===== config.mk =====
export PLATFORM = sky130hd
export DESIGN_NAME = screen_sequencer
export DESIGN_NICKNAME = d
export VERILOG_FILES = /design/src/rtl/screen_pkg.sv /design/src/rtl/fade_scale.sv /design/src/rtl/screen_sequencer.sv
export SDC_FILE = /design/constraint.sdc
export NUM_CORES = 1
export LEC_CHECK = 0
export BUFFER_PORTS_ARGS = -buffer_cell sky130_fd_sc_hd__buf_4
export CORE_ASPECT_RATIO = 1.2
export CORE_MARGIN = 3
export CORE_UTILIZATION = 33
export DETAILED_ROUTE_END_ITERATION = 12
export GPL_TIMING_DRIVEN = 0
export MAX_ROUTING_LAYER = met4
export PLACE_DENSITY_LB_ADDON = 0.3
export SYNTH_ARGS = -nofsm -noshare
export SYNTH_HDL_FRONTEND = slang
export SYNTH_SLANG_ARGS = --single-unit

===== constraint.sdc =====
create_clock -name vga_clk -period 12.1 [get_ports vga_clk]
set_clock_uncertainty 0.1 [all_clocks]
set_input_delay 1.21 -clock vga_clk [delete_from_list [all_inputs] [get_ports vga_clk]]
set_output_delay 1.21 -clock vga_clk [all_outputs]
set_load 0.01 [all_outputs]

===== src/rtl/screen_pkg.sv =====
// Shared types and constants for the full-screen display flow:
// sequencer states, screen select codes and the fade ceiling.
package screen_pkg;

    typedef enum logic [2:0] {
        START,
        FADE_OUT,
        FADE_IN,
        GAME,
        GAMEOVER
    } screen_state_t;

    localparam logic [1:0] SCREEN_START = 2'd0;
    localparam logic [1:0] SCREEN_GAME  = 2'd1;
    localparam logic [1:0] SCREEN_OVER  = 2'd2;

    localparam logic [3:0] FADE_MAX = 4'd15;

    // ROM/palette select code that shows a given resting state.
    function automatic logic [1:0] screen_of(input screen_state_t s);
        case (s)
            GAME:     return SCREEN_GAME;
            GAMEOVER: return SCREEN_OVER;
            default:  return SCREEN_START;
        endcase
    endfunction

endpackage


===== src/rtl/fade_scale.sv =====
// Per-channel brightness scale: c_out = (c*fade + 7)/15, rounded to nearest.
// fade = 15 returns c unchanged, fade = 0 returns 0.
module fade_scale (
    input  logic [3:0] c,
    input  logic [3:0] fade,
    output logic [3:0] c_out
);

    logic [7:0] prod;

    // Product plus half-divisor fits in 8 bits (225 + 7); quotient never exceeds 15.
    always_comb begin
        prod  = ({4'b0, c} * {4'b0, fade}) + 8'd7;
        c_out = 4'(prod / 8'd15);
    end

endmodule


===== src/rtl/screen_sequencer.sv =====
// Display-flow controller for the start / game / game-over screens.
// Sequences screens on frame boundaries, fades the palette colour between
// screens, generates the stretched image ROM address and registers the VGA
// colour. Build option SCREEN_INSTANT_SWITCH_EN removes the fades: an accepted
// event switches screen and state on the next frame tick at full brightness.
module screen_sequencer
    import screen_pkg::*;
#(
    parameter int H_RES            = 640,
    parameter int V_RES            = 480,
    parameter int IMG_W            = 320,
    parameter int IMG_H            = 240,
    parameter int FADE_STEP_FRAMES = 4,
    parameter int HOLD_FRAMES      = 120
) (
    input  logic        vga_clk,
    input  logic        reset,
    input  logic [9:0]  DrawX,
    input  logic [9:0]  DrawY,
    input  logic        blank,
    input  logic        start_key,
    input  logic        game_over,
    input  logic [3:0]  pal_red,
    input  logic [3:0]  pal_green,
    input  logic [3:0]  pal_blue,
    output logic [16:0] rom_address,
    output logic [1:0]  screen_sel,
    output logic        in_game,
    output logic        fading,
    output logic [3:0]  red,
    output logic [3:0]  green,
    output logic [3:0]  blue
);

    localparam int HC_W = (HOLD_FRAMES > 1) ? $clog2(HOLD_FRAMES) : 1;
    localparam logic [HC_W-1:0] HOLD_LAST = HC_W'(HOLD_FRAMES - 1);

    screen_state_t   state;
    screen_state_t   target;
    logic [3:0]      fade;
    logic [HC_W-1:0] hold_cnt;
    logic            at_origin;
    logic            at_origin_q;
    logic            frame_tick;
    logic            start_q;
    logic            over_q;
    logic            start_rise;
    logic            over_rise;
    logic [3:0]      red_s;
    logic [3:0]      green_s;
    logic [3:0]      blue_s;
    logic [18:0]     x_prod;
    logic [18:0]     y_prod;
    logic [18:0]     x_img;
    logic [18:0]     y_img;

    // Stretch the screen position onto the smaller stored image.
    assign x_prod      = 19'(DrawX) * 19'(IMG_W);
    assign x_img       = x_prod / 19'(H_RES);
    assign y_prod      = 19'(DrawY) * 19'(IMG_H);
    assign y_img       = y_prod / 19'(V_RES);
    assign rom_address = 17'(x_img + y_img * 19'(IMG_W));

    assign at_origin  = (DrawX == 10'd0) && (DrawY == 10'd0);
    assign start_rise = start_key & ~start_q;
    assign over_rise  = game_over & ~over_q;

    assign in_game = (state == GAME);
    assign fading  = (state == FADE_OUT) || (state == FADE_IN);

    // One tick per frame on arrival at the origin; edge history for the events.
    always_ff @(posedge vga_clk or posedge reset) begin
        if (reset) begin
            at_origin_q <= 1'b0;
            frame_tick  <= 1'b0;
            start_q     <= 1'b0;
            over_q      <= 1'b0;
        end else begin
            at_origin_q <= at_origin;
            frame_tick  <= at_origin & ~at_origin_q;
            start_q     <= start_key;
            over_q      <= game_over;
        end
    end

`ifdef SCREEN_INSTANT_SWITCH_EN
    logic pending;

    assign fade = FADE_MAX;

    // Screen FSM without fades: accepted events wait for the next frame tick.
    always_ff @(posedge vga_clk or posedge reset) begin
        if (reset) begin
            state      <= START;
            target     <= START;
            screen_sel <= SCREEN_START;
            hold_cnt   <= '0;
            pending    <= 1'b0;
        end else if (pending) begin
            if (frame_tick) begin
                screen_sel <= screen_of(target);
                state      <= target;
                pending    <= 1'b0;
            end
        end else begin
            case (state)
                START: if (start_rise) begin
                    target  <= GAME;
                    pending <= 1'b1;
                end
                GAME: if (over_rise) begin
                    target  <= GAMEOVER;
                    pending <= 1'b1;
                end
                GAMEOVER: if (frame_tick) begin
                    if (hold_cnt == HOLD_LAST) begin
                        hold_cnt <= '0;
                        target   <= START;
                        pending  <= 1'b1;
                    end else begin
                        hold_cnt <= hold_cnt + HC_W'(1);
                    end
                end
                default: state <= START;
            endcase
        end
    end
`else
    localparam int FC_W = (FADE_STEP_FRAMES > 1) ? $clog2(FADE_STEP_FRAMES) : 1;
    localparam logic [FC_W-1:0] STEP_LAST = FC_W'(FADE_STEP_FRAMES - 1);

    logic [FC_W-1:0] frame_cnt;
    logic            step;

    // A fade step fires on the last frame tick of each step period.
    assign step = frame_tick && (frame_cnt == STEP_LAST);

    // Screen FSM: fade out, swap the screen at level 0, fade back in to target.
    always_ff @(posedge vga_clk or posedge reset) begin
        if (reset) begin
            state      <= START;
            target     <= START;
            screen_sel <= SCREEN_START;
            fade       <= FADE_MAX;
            frame_cnt  <= '0;
            hold_cnt   <= '0;
        end else begin
            case (state)
                START: if (start_rise) begin
                    target    <= GAME;
                    state     <= FADE_OUT;
                    frame_cnt <= '0;
                end
                GAME: if (over_rise) begin
                    target    <= GAMEOVER;
                    state     <= FADE_OUT;
                    frame_cnt <= '0;
                end
                GAMEOVER: if (frame_tick) begin
                    if (hold_cnt == HOLD_LAST) begin
                        hold_cnt  <= '0;
                        target    <= START;
                        state     <= FADE_OUT;
                        frame_cnt <= '0;
                    end else begin
                        hold_cnt <= hold_cnt + HC_W'(1);
                    end
                end
                FADE_OUT: if (frame_tick) begin
                    if (step) begin
                        frame_cnt <= '0;
                        if (fade == 4'd0) begin
                            screen_sel <= screen_of(target);
                            state      <= FADE_IN;
                        end else begin
                            fade <= fade - 4'd1;
                        end
                    end else begin
                        frame_cnt <= frame_cnt + FC_W'(1);
                    end
                end
                FADE_IN: if (frame_tick) begin
                    if (step) begin
                        frame_cnt <= '0;
                        if (fade == FADE_MAX) begin
                            state <= target;
                        end else begin
                            fade <= fade + 4'd1;
                        end
                    end else begin
                        frame_cnt <= frame_cnt + FC_W'(1);
                    end
                end
                default: state <= START;
            endcase
        end
    end
`endif

    fade_scale u_fade_r (.c(pal_red),   .fade(fade), .c_out(red_s));
    fade_scale u_fade_g (.c(pal_green), .fade(fade), .c_out(green_s));
    fade_scale u_fade_b (.c(pal_blue),  .fade(fade), .c_out(blue_s));

    // Output colour register; black outside active video.
    always_ff @(posedge vga_clk or posedge reset) begin
        if (reset) begin
            red   <= 4'd0;
            green <= 4'd0;
            blue  <= 4'd0;
        end else if (blank) begin
            red   <= red_s;
            green <= green_s;
            blue  <= blue_s;
        end else begin
            red   <= 4'd0;
            green <= 4'd0;
            blue  <= 4'd0;
        end
    end

endmodule


==> results.ini, run 1 <==
[synth]
synth_top_flop_cell = dfrtp_1
synth_edf_count = 0
yosys.area_share.simple_pct = 21.0
synthAdderAreaFrac_pct = 25.1
yosysSeqAreaShare_pct = 10.1
synth_compound_area_share_pct = 28.3
ys_warn_count = 0
syn_inst = 1122
syn_area_mm2 = 0.00893
ys_seq_elements = 36
async_flop_share_pct = 100
syn-num-nets = 1312
synth_mux_area_share_pct = 1.89
synth_top_family_by_area = compound AO/OA/AOI/OAI gates
syn_avg_cell_area_um2 = 7.96
synthXorXnorAreaFrac_pct = 7.88
synth_cell_type_count = 117

[sta]
setup_ws_ns = 0.896
tightest_slew_ns = 1.08
hold_violations = 0
tns_ns = 0
rsz0062_at_grt = no
post-route-min-period_ns = 11.20
fmax_mhz = 89.3
slew-limit-headroom_pct = 27.9
finalCritPeriodShare_pct = 92.6
setup_viol_count_final = 0
slew_viol_final = 0

[setup_path]
crit_type = input port to output pin
slowest_stage = a221oi_1
max_stage_delay_ns = 0.55
cp.arrival_ns = 9.89
crit_required_ns = 10.79
cp-end-kind = output pin
startpoint_type = input port
critPathMaxFanout = 8

[clocking]
clkSinkCount = 36
ctsLongestPathBuffers = 2
cts_resized = 0
h-tree-depth = 2
cts_post_setup_buffers_inserted = 0
clock_latency_ns = 0.27
ctsHoldBuffers = 0
clkSlewWorstSetupHoldPaths_ns = 0.06
cts-buffers-inserted = 5
cts_tree = yes
clock-root-buffer = clkbuf_16

[route]
dr_wl_met3_um = 681
highest-signal-layer = met4
post_drt_wl_per_cell_um = 14.1
ant_nets = 0
wl_met2_um = 10600
wl_um = 21600
drt-initial-drc-count = 388
num_vias = 8353
drc = 0
vias_per_cell = 5.45
drt-pass1-iter-count = 5
wl_met1_um = 10100

[die]
dieArea_mm2 = 0.0291
die_w_um = 156
start_util_pct = 33.8
core_area_mm2 = 0.0264
rows = 65
io_pins = 70
die_height_um = 186

[placed_design]
hpwl_um = 17600
dp.cells = 1526
pre_cts_slack_ns = 0.940
dpl_cell_area_mm2 = 0.00987
io_buffers = 69
place_congestion = 0.884

[global_route]
grt_usage_pct = 15.0
first_global_vias = 7817
antenna_found_initial = 0
grt.overflow.total = 0
grt_start_max_net_pins = 37
grt_pass1_wl_um = 36700

[final_layout]
fillCellCount = 2705
layout-drive-gt1-share_pct = 12.4
fin_area_mm2 = 0.0100
fin_cells = 1534
area_growth_pct = 12.2
num-nets-final = 1388
antenna_cells = 0

[flow_run]
maxCapViolCount = 0

[hold_path]
hp-class = register to register

[outcome]
status = completed

## registers in the layout, summed over array words and instances, names as in the netlist
| signal | cells |
|---|---|
| hold_cnt | 7 |
| frame_cnt | 2 |
| over_q | 1 |
| green | 4 |
| frame_tick | 1 |
| blue | 4 |
| at_origin_q | 1 |
| fade | 4 |
| state | 3 |
| target | 2 |
| start_q | 1 |
| screen_sel | 2 |
| red | 4 |
## cell usage after synthesis (all sizes together) (7+ instances only)
master / count / share of area, %
a21oi: 72 / 4.3
o32ai: 7 / 0.90
o211ai: 11 / 1.1
xnor2: 51 / 5.1
a21o: 26 / 2.2
or2: 10 / 0.73
a211o: 7 / 0.69
inv: 105 / 4.4
xor2: 25 / 2.5
and2: 27 / 1.9
nor2b: 19 / 1.3
mux2: 7 / 0.88
a31oi: 15 / 1.1
o21a: 15 / 1.4
nor4: 13 / 1.1
o211a: 7 / 0.87
nor2: 69 / 2.9
ha: 114 / 16
a221oi: 7 / 0.76
nand2: 106 / 4.5
clkbuf: 13 / 0.55
nand2b: 17 / 1.3
o21ai: 74 / 4.2
mux2i: 9 / 1.0
a211oi: 19 / 1.8
nor3: 25 / 1.5
nand3: 27 / 1.5
or3: 12 / 0.90
fa: 39 / 8.7
dfrtp: 32 / 9.0
o31ai: 10 / 0.99
a21boi: 11 / 1.1
and3: 10 / 0.76
buf: 12 / 0.76
## cell type report
type | instances | area (µm²) | area share (%)
Buffer | 25 | 116 | 1.16
Multi-Input combinational cell | 955 | 7510 | 75.0
Clock inverter | 2 | 10.0 | 0.100
Clock buffer | 6 | 139 | 1.39
Sequential cell | 36 | 906 | 9.05
Inverter | 106 | 398 | 3.97
Tap cell | 335 | 419 | 4.19
Timing Repair Buffer | 69 | 518 | 5.17
## routing by layer
metal / up-vias / global-route usage, %
li1: 4217 / -
met1: 3928 / 19.5
met5: - / -
met3: 14 / 0.995
met4: 0 / 1.79
met2: 194 / 26.6
## worst paths after layout
kind,startpoint,endpoint,slack (ns),cells after the start
min in group asynchronous,reset,screen_sel[1]$_DFFE_PP0P_,0.99,2
setup reg to reg,fade[1]$_DFFE_PP1P_,red[0]$_DFF_PP0_,5.74,23
hold reg to reg,at_origin_q$_DFF_PP0_,frame_tick$_DFF_PP0_,0.31,1
max in group asynchronous,reset,hold_cnt[3]$_DFFE_PP0P_,10.41,2
setup / recovery,DrawY[7],rom_address[16],0.90,37
hold / removal,at_origin_q$_DFF_PP0_,frame_tick$_DFF_PP0_,0.31,1
## metrics by stage
step / hold slack (ns) / utilization, %
2_1_floorplan: 0.283 / -
3_3_place_gp: 0.302 / 37.3
3_5_place_dp: 0.312 / 37.3
4_1_cts: 0.320 / 37.9
5_1_grt: 0.332 / 37.9
6_report: 0.309 / 37.9
## cell usage in the layout, fill, tap and decap left out, types with 13 or more instances in the layout
| master | n |
|---|---|
| a21o_1 | 26 |
| ha_1 | 114 |
| nand2_1 | 105 |
| o21a_1 | 13 |
| nand3_1 | 27 |
| buf_4 | 70 |
| dfrtp_1 | 32 |
| xnor2_1 | 50 |
| nor2b_1 | 19 |
| nor3_1 | 24 |
| clkbuf_1 | 13 |
| a211oi_1 | 17 |
| fa_1 | 39 |
| nand2b_1 | 16 |
| a31oi_1 | 15 |
| a21oi_1 | 69 |
| and2_1 | 25 |
| inv_1 | 102 |
| nor2_1 | 68 |
| xor2_1 | 24 |
| o21ai_0 | 62 |
## cell families (layout without fill, tap and decap cells)
family,Yosys count,count (layout)
multiplexers,16,16
AO/OA/AOI/OAI,342,342
adder cells (fa/ha/maj),156,156
buffers and inverters,131,208
flip-flops,36,36
AND/OR/NAND/NOR,364,364
XOR/XNOR,77,77
## worst max-delay path: cells and delay by family
kind | cells | cell delay [ns]
XOR/XNOR | 4 | 0.74
adder cells (fa/ha/maj) | 6 | 2.24
AND/OR/NAND/NOR | 11 | 2.25
buffers and inverters | 5 | 0.66
multiplexers | 1 | 0.32
AO/OA/AOI/OAI | 10 | 2.49
Power of run 1 is left out: the tool's default activity adds up to more than one toggle a clock period on the data nets, which glitch-free logic cannot reach.
==> run 2, diff against run 1 <==
--- a/config.mk
+++ b/config.mk
@@ -6,6 +6,8 @@
 export NUM_CORES = 1
 export LEC_CHECK = 0
 export BUFFER_PORTS_ARGS = -buffer_cell sky130_fd_sc_hd__buf_4
+export CELL_PAD_IN_SITES_DETAIL_PLACEMENT = 1
+export CELL_PAD_IN_SITES_GLOBAL_PLACEMENT = 1
 export CORE_ASPECT_RATIO = 1.2
 export CORE_MARGIN = 3
 export CORE_UTILIZATION = 33
==> run 2 against run 1 <==
  * Cell count stayed put
  * Utilization hardly changed
  * Via count about the same
  * First-iteration DRC count is 38% lower
  * Worst setup slack improved by 0.037 ns
  * Global-route usage rose by 2.3 points
  * Design area is essentially flat
  * Hold slack improved by 0.052 ns
  * Fmax increased by 0.33%
  * Sequential share of layout area hardly changed
  * Flip-flop and latch count stayed put
==> results.ini, run 2 (synthesis results as in run 1) <==
[placed_design]
io_buffers = 69
hpwl_um = 20000
place_congestion = 0.863
dp.cells = 1526

[sta]
tns_ns = 0
fmax_mhz = 89.5
tightest_slew_ns = 1.07
post-route-min-period_ns = 11.17
hold_violations = 0
rsz0062_at_grt = no
setup_viol_count_final = 0
slew-limit-headroom_pct = 28.0
finalCritPeriodShare_pct = 92.3
slew_viol_final = 0

[route]
wl_met1_um = 11400
drt-initial-drc-count = 240
post_drt_wl_per_cell_um = 15.8
drc = 0
wl_um = 24200
num_vias = 8358
highest-signal-layer = met4
drt-pass1-iter-count = 4
vias_per_cell = 5.45
wl_met2_um = 12000
dr_wl_met3_um = 542
ant_nets = 0

[final_layout]
fin_cells = 1534
largest_reg_flops = 7
antenna_cells = 0
layout-drive-gt1-share_pct = 12.4
top_register = hold_cnt
seqCellArea_um2 = 906
multiInputGateArea_mm2 = 0.00751
num-nets-final = 1388
fillCellCount = 3250
area_growth_pct = 12.2
final_common_cell = ha_1
mostFrequentLayoutCells = 114 x ha_1, 105 x nand2_1, 102 x inv_1, 70 x buf_4, 69 x a21oi_1

[setup_path]
cp.arrival_ns = 9.86
slowest_stage = or4_1
cp-startpoint = DrawY[7]
startpoint_type = input port
critPathMaxFanout = 8
crit_required_ns = 10.79
max_stage_delay_ns = 0.55
crit_type = input port to output pin
r2r_start = fade[1]$_DFFE_PP1P_
cp-end-kind = output pin

[outcome]
status = completed

[clocking]
cts_tree = yes
clock_latency_ns = 0.28
cts-buffers-inserted = 5
clock-root-buffer = clkbuf_16
cts_post_setup_buffers_inserted = 0
h-tree-depth = 2
ctsLongestPathBuffers = 2
clkSlewWorstSetupHoldPaths_ns = 0.06
clkSinkCount = 36

[hold_path]
hp-class = register to register
hold_start = at_origin_q$_DFF_PP0_

[global_route]
antenna_found_initial = 0
grt_pass1_wl_um = 41800
grt.overflow.total = 0
grt_usage_pct = 17.3
first_global_vias = 8600
grt_start_max_net_pins = 37

[die]
rows = 65
core_area_mm2 = 0.0264
start_util_pct = 33.8
die_height_um = 186
dieArea_mm2 = 0.0291
die_w_um = 156
io_pins = 70

[flow_run]
maxCapViolCount = 0

-- run 2: cell count changes in the layout (fill, tap and decap cells not counted) --
cell,before,now
clkinv_2,2,0
a221oi_1,6,5
a221oi_2,1,2
clkbuf_1,13,14
clkinvlp_4,0,1
-- run 2: area by class of cell --
type,count,area share (%)
clock buffers,7,1.42
multi-input cells,955,75.0
well taps,335,4.18
flip-flops and latches,36,9.04
clock inverters,1,0.0749
plain buffers,25,1.16
repair buffers,69,5.17
inverters,106,3.97
-- run 2: final timing paths --
kind	end	slack, ns	cells past startpoint
worst min-delay path	frame_tick$_DFF_PP0_	0.36	1
min in group asynchronous	screen_sel[0]$_DFFE_PP0P_	0.99	2
worst max-delay path	rom_address[16]	0.93	37
worst max register to register	red[0]$_DFF_PP0_	5.71	23
worst min register to register	frame_tick$_DFF_PP0_	0.36	1
max in group asynchronous	blue[3]$_DFF_PP0_	10.38	2
-- run 2: metrics by stage --
stage	hold slack (ns)	cell area (µm²)	util, %	worst slack (ns)
floorplan	0.283	8930	-	2.17
global placement	0.334	9870	37.3	0.745
detailed placement	0.338	9870	37.3	0.665
CTS	0.362	10000	37.9	0.646
global route	0.383	10000	37.9	0.0483
finish	0.361	10000	37.9	0.933
-- run 2: what timing repair did --
action / CTS / global route
setup endpoints to repair: 0 / 1
resized for setup: 0 / 1
endpoints found under the hold margin: 0 / 0
hold buffers: 0 / 0
-- run 2: layer usage --
layer,vias up,global-route usage (%)
met3,16,1.02
met2,91,30.9
met1,4047,22.2
met5,-,-
met4,0,2.70
li1,4204,-
-- run 2: worst max-delay path: cells and delay by family --
kind	cells	cell delay, ns
simple gates	11	2.24
buf+inv	5	0.64
mux	1	0.32
compound gates	10	2.45
xor+xnor	4	0.73
fa+ha+maj	6	2.24
Power of run 2 is left out for the same reason.
==> run 3, diff against run 2 <==
--- a/config.mk
+++ b/config.mk
@@ -9,12 +9,13 @@
 export CELL_PAD_IN_SITES_DETAIL_PLACEMENT = 1
 export CELL_PAD_IN_SITES_GLOBAL_PLACEMENT = 1
 export CORE_ASPECT_RATIO = 1.2
-export CORE_MARGIN = 3
+export CORE_MARGIN = 8
 export CORE_UTILIZATION = 33
 export DETAILED_ROUTE_END_ITERATION = 12
 export GPL_TIMING_DRIVEN = 0
 export MAX_ROUTING_LAYER = met4
 export PLACE_DENSITY_LB_ADDON = 0.3
+export RECOVER_POWER = 100
 export SYNTH_ARGS = -nofsm -noshare
 export SYNTH_HDL_FRONTEND = slang
 export SYNTH_SLANG_ARGS = --single-unit
==> run 3 against run 2 <==
  * Utilization down 1.1 points
  * Design area down 1.3%
  * Clock-buffer cell count is 2 lower
  * Highest routed layer unchanged
==> results.ini, run 3 (synthesis results as in run 1) <==
[final_layout]
antenna_cells = 0
mostFrequentLayoutCells = 114 x ha_1, 105 x nand2_1, 104 x inv_1, 69 x nor2_1, 69 x a21oi_1
layout-drive-gt1-share_pct = 9.67
top_register = hold_cnt
num-nets-final = 1388
area_growth_pct = 10.8
largest_reg_flops = 7
final_common_cell = ha_1

[route]
vias_per_cell = 5.46
drc = 0
wl_um = 24300
drt-initial-drc-count = 356
drt-pass1-iter-count = 4
post_drt_wl_per_cell_um = 15.8
ant_nets = 0
num_vias = 8403

[clocking]
cts_tree = yes
cts_resized = 0
clkSinkCount = 36
h-tree-depth = 2
ctsLongestPathBuffers = 2
ctsHoldBuffers = 0
cts-buffers-inserted = 5
clock_latency_ns = 0.29
clock-root-buffer = clkbuf_16
clkSlewWorstSetupHoldPaths_ns = 0.06
cts_post_setup_buffers_inserted = 0

[setup_path]
crit_type = input port to output pin
crit_required_ns = 10.79
slowest_stage = a221oi_1
cp.arrival_ns = 10.08
cp-end-kind = output pin
max_stage_delay_ns = 0.63
startpoint_type = input port
r2r_start = fade[1]$_DFFE_PP1P_
critPathMaxFanout = 8
worstRegToRegCells = 23
cp-startpoint = DrawY[7]

[placed_design]
pre_cts_slack_ns = 0.663
io_buffers = 69
hpwl_um = 20400
place_congestion = 0.840

[global_route]
antenna_found_initial = 0
grt_start_max_net_pins = 37
grt.overflow.total = 0
grt_use_met1_pct = 18.8
grt_util_met3_pct = 1.23
grt_pass1_wl_um = 41600
top_usage_layer = met2
first_global_vias = 8657
grt_usage_pct = 15.1
use_met2_pct = 27.1

[die]
die_w_um = 166
dieArea_mm2 = 0.0326
die_height_um = 196
start_util_pct = 33.3
core_area_mm2 = 0.0268
rows = 66
io_pins = 70

[sta]
slew_viol_final = 0
finalCritPeriodShare_pct = 94.1
setup_ws_ns = 0.712
slew-limit-headroom_pct = 5.81
setup_viol_count_final = 0
tns_ns = 0
rsz0062_at_grt = no
fmax_mhz = 87.8
tightest_slew_ns = 1.41
post-route-min-period_ns = 11.39
hold_violations = 0
hold_ws_ns = 0.326

[hold_path]
worstHoldPathCells = 1
hp-class = register to register
hold_start = at_origin_q$_DFF_PP0_

[flow_run]
maxCapViolCount = 0

[outcome]
status = completed

[run 3: cell type report]
class / instances / area (µm²)
plain buffers: 25 / 116
clock buffers: 5 / 125
clock inverters: 3 / 42.5
fillers: 3293 / 16900
inverters: 106 / 398
multi-input cells: 955 / 7450
flip-flops and latches: 36 / 906
well taps: 340 / 425
repair buffers: 69 / 428
[run 3: final timing paths]
path	to	slack (ns)
min reg2reg	frame_tick$_DFF_PP0_	0.33
min	frame_tick$_DFF_PP0_	0.33
max in group asynchronous	green[1]$_DFF_PP0_	9.83
max reg2reg	red[0]$_DFF_PP0_	5.63
min in group asynchronous	hold_cnt[6]$_DFFE_PP0P_	1.24
max	rom_address[16]	0.71
[run 3: stage by stage]
stage	util, %	cell area, µm²	std cells
global route	36.9	9890	1539
CTS	37.4	10000	1539
finish	36.9	9890	1539
detailed placement	36.8	9870	1531
floorplan	-	8930	1122
global placement	36.8	9870	1531
[run 3: routing by layer]
metal / part of all wire (%) / wire, µm
met3: 1.8 / 446
met2: 50 / 12100
met4: 0.47 / 115
met1: 48 / 11700
met5: 0 / 0
[run 3: critical path, delay by kind of cell]
family | cells | cell delay (ns)
mux | 1 | 0.32
simple gates | 11 | 2.30
xor+xnor | 4 | 0.74
fa+ha+maj | 6 | 2.24
compound gates | 10 | 2.61
buf+inv | 5 | 0.64
Power of run 3 is left out for the same reason.
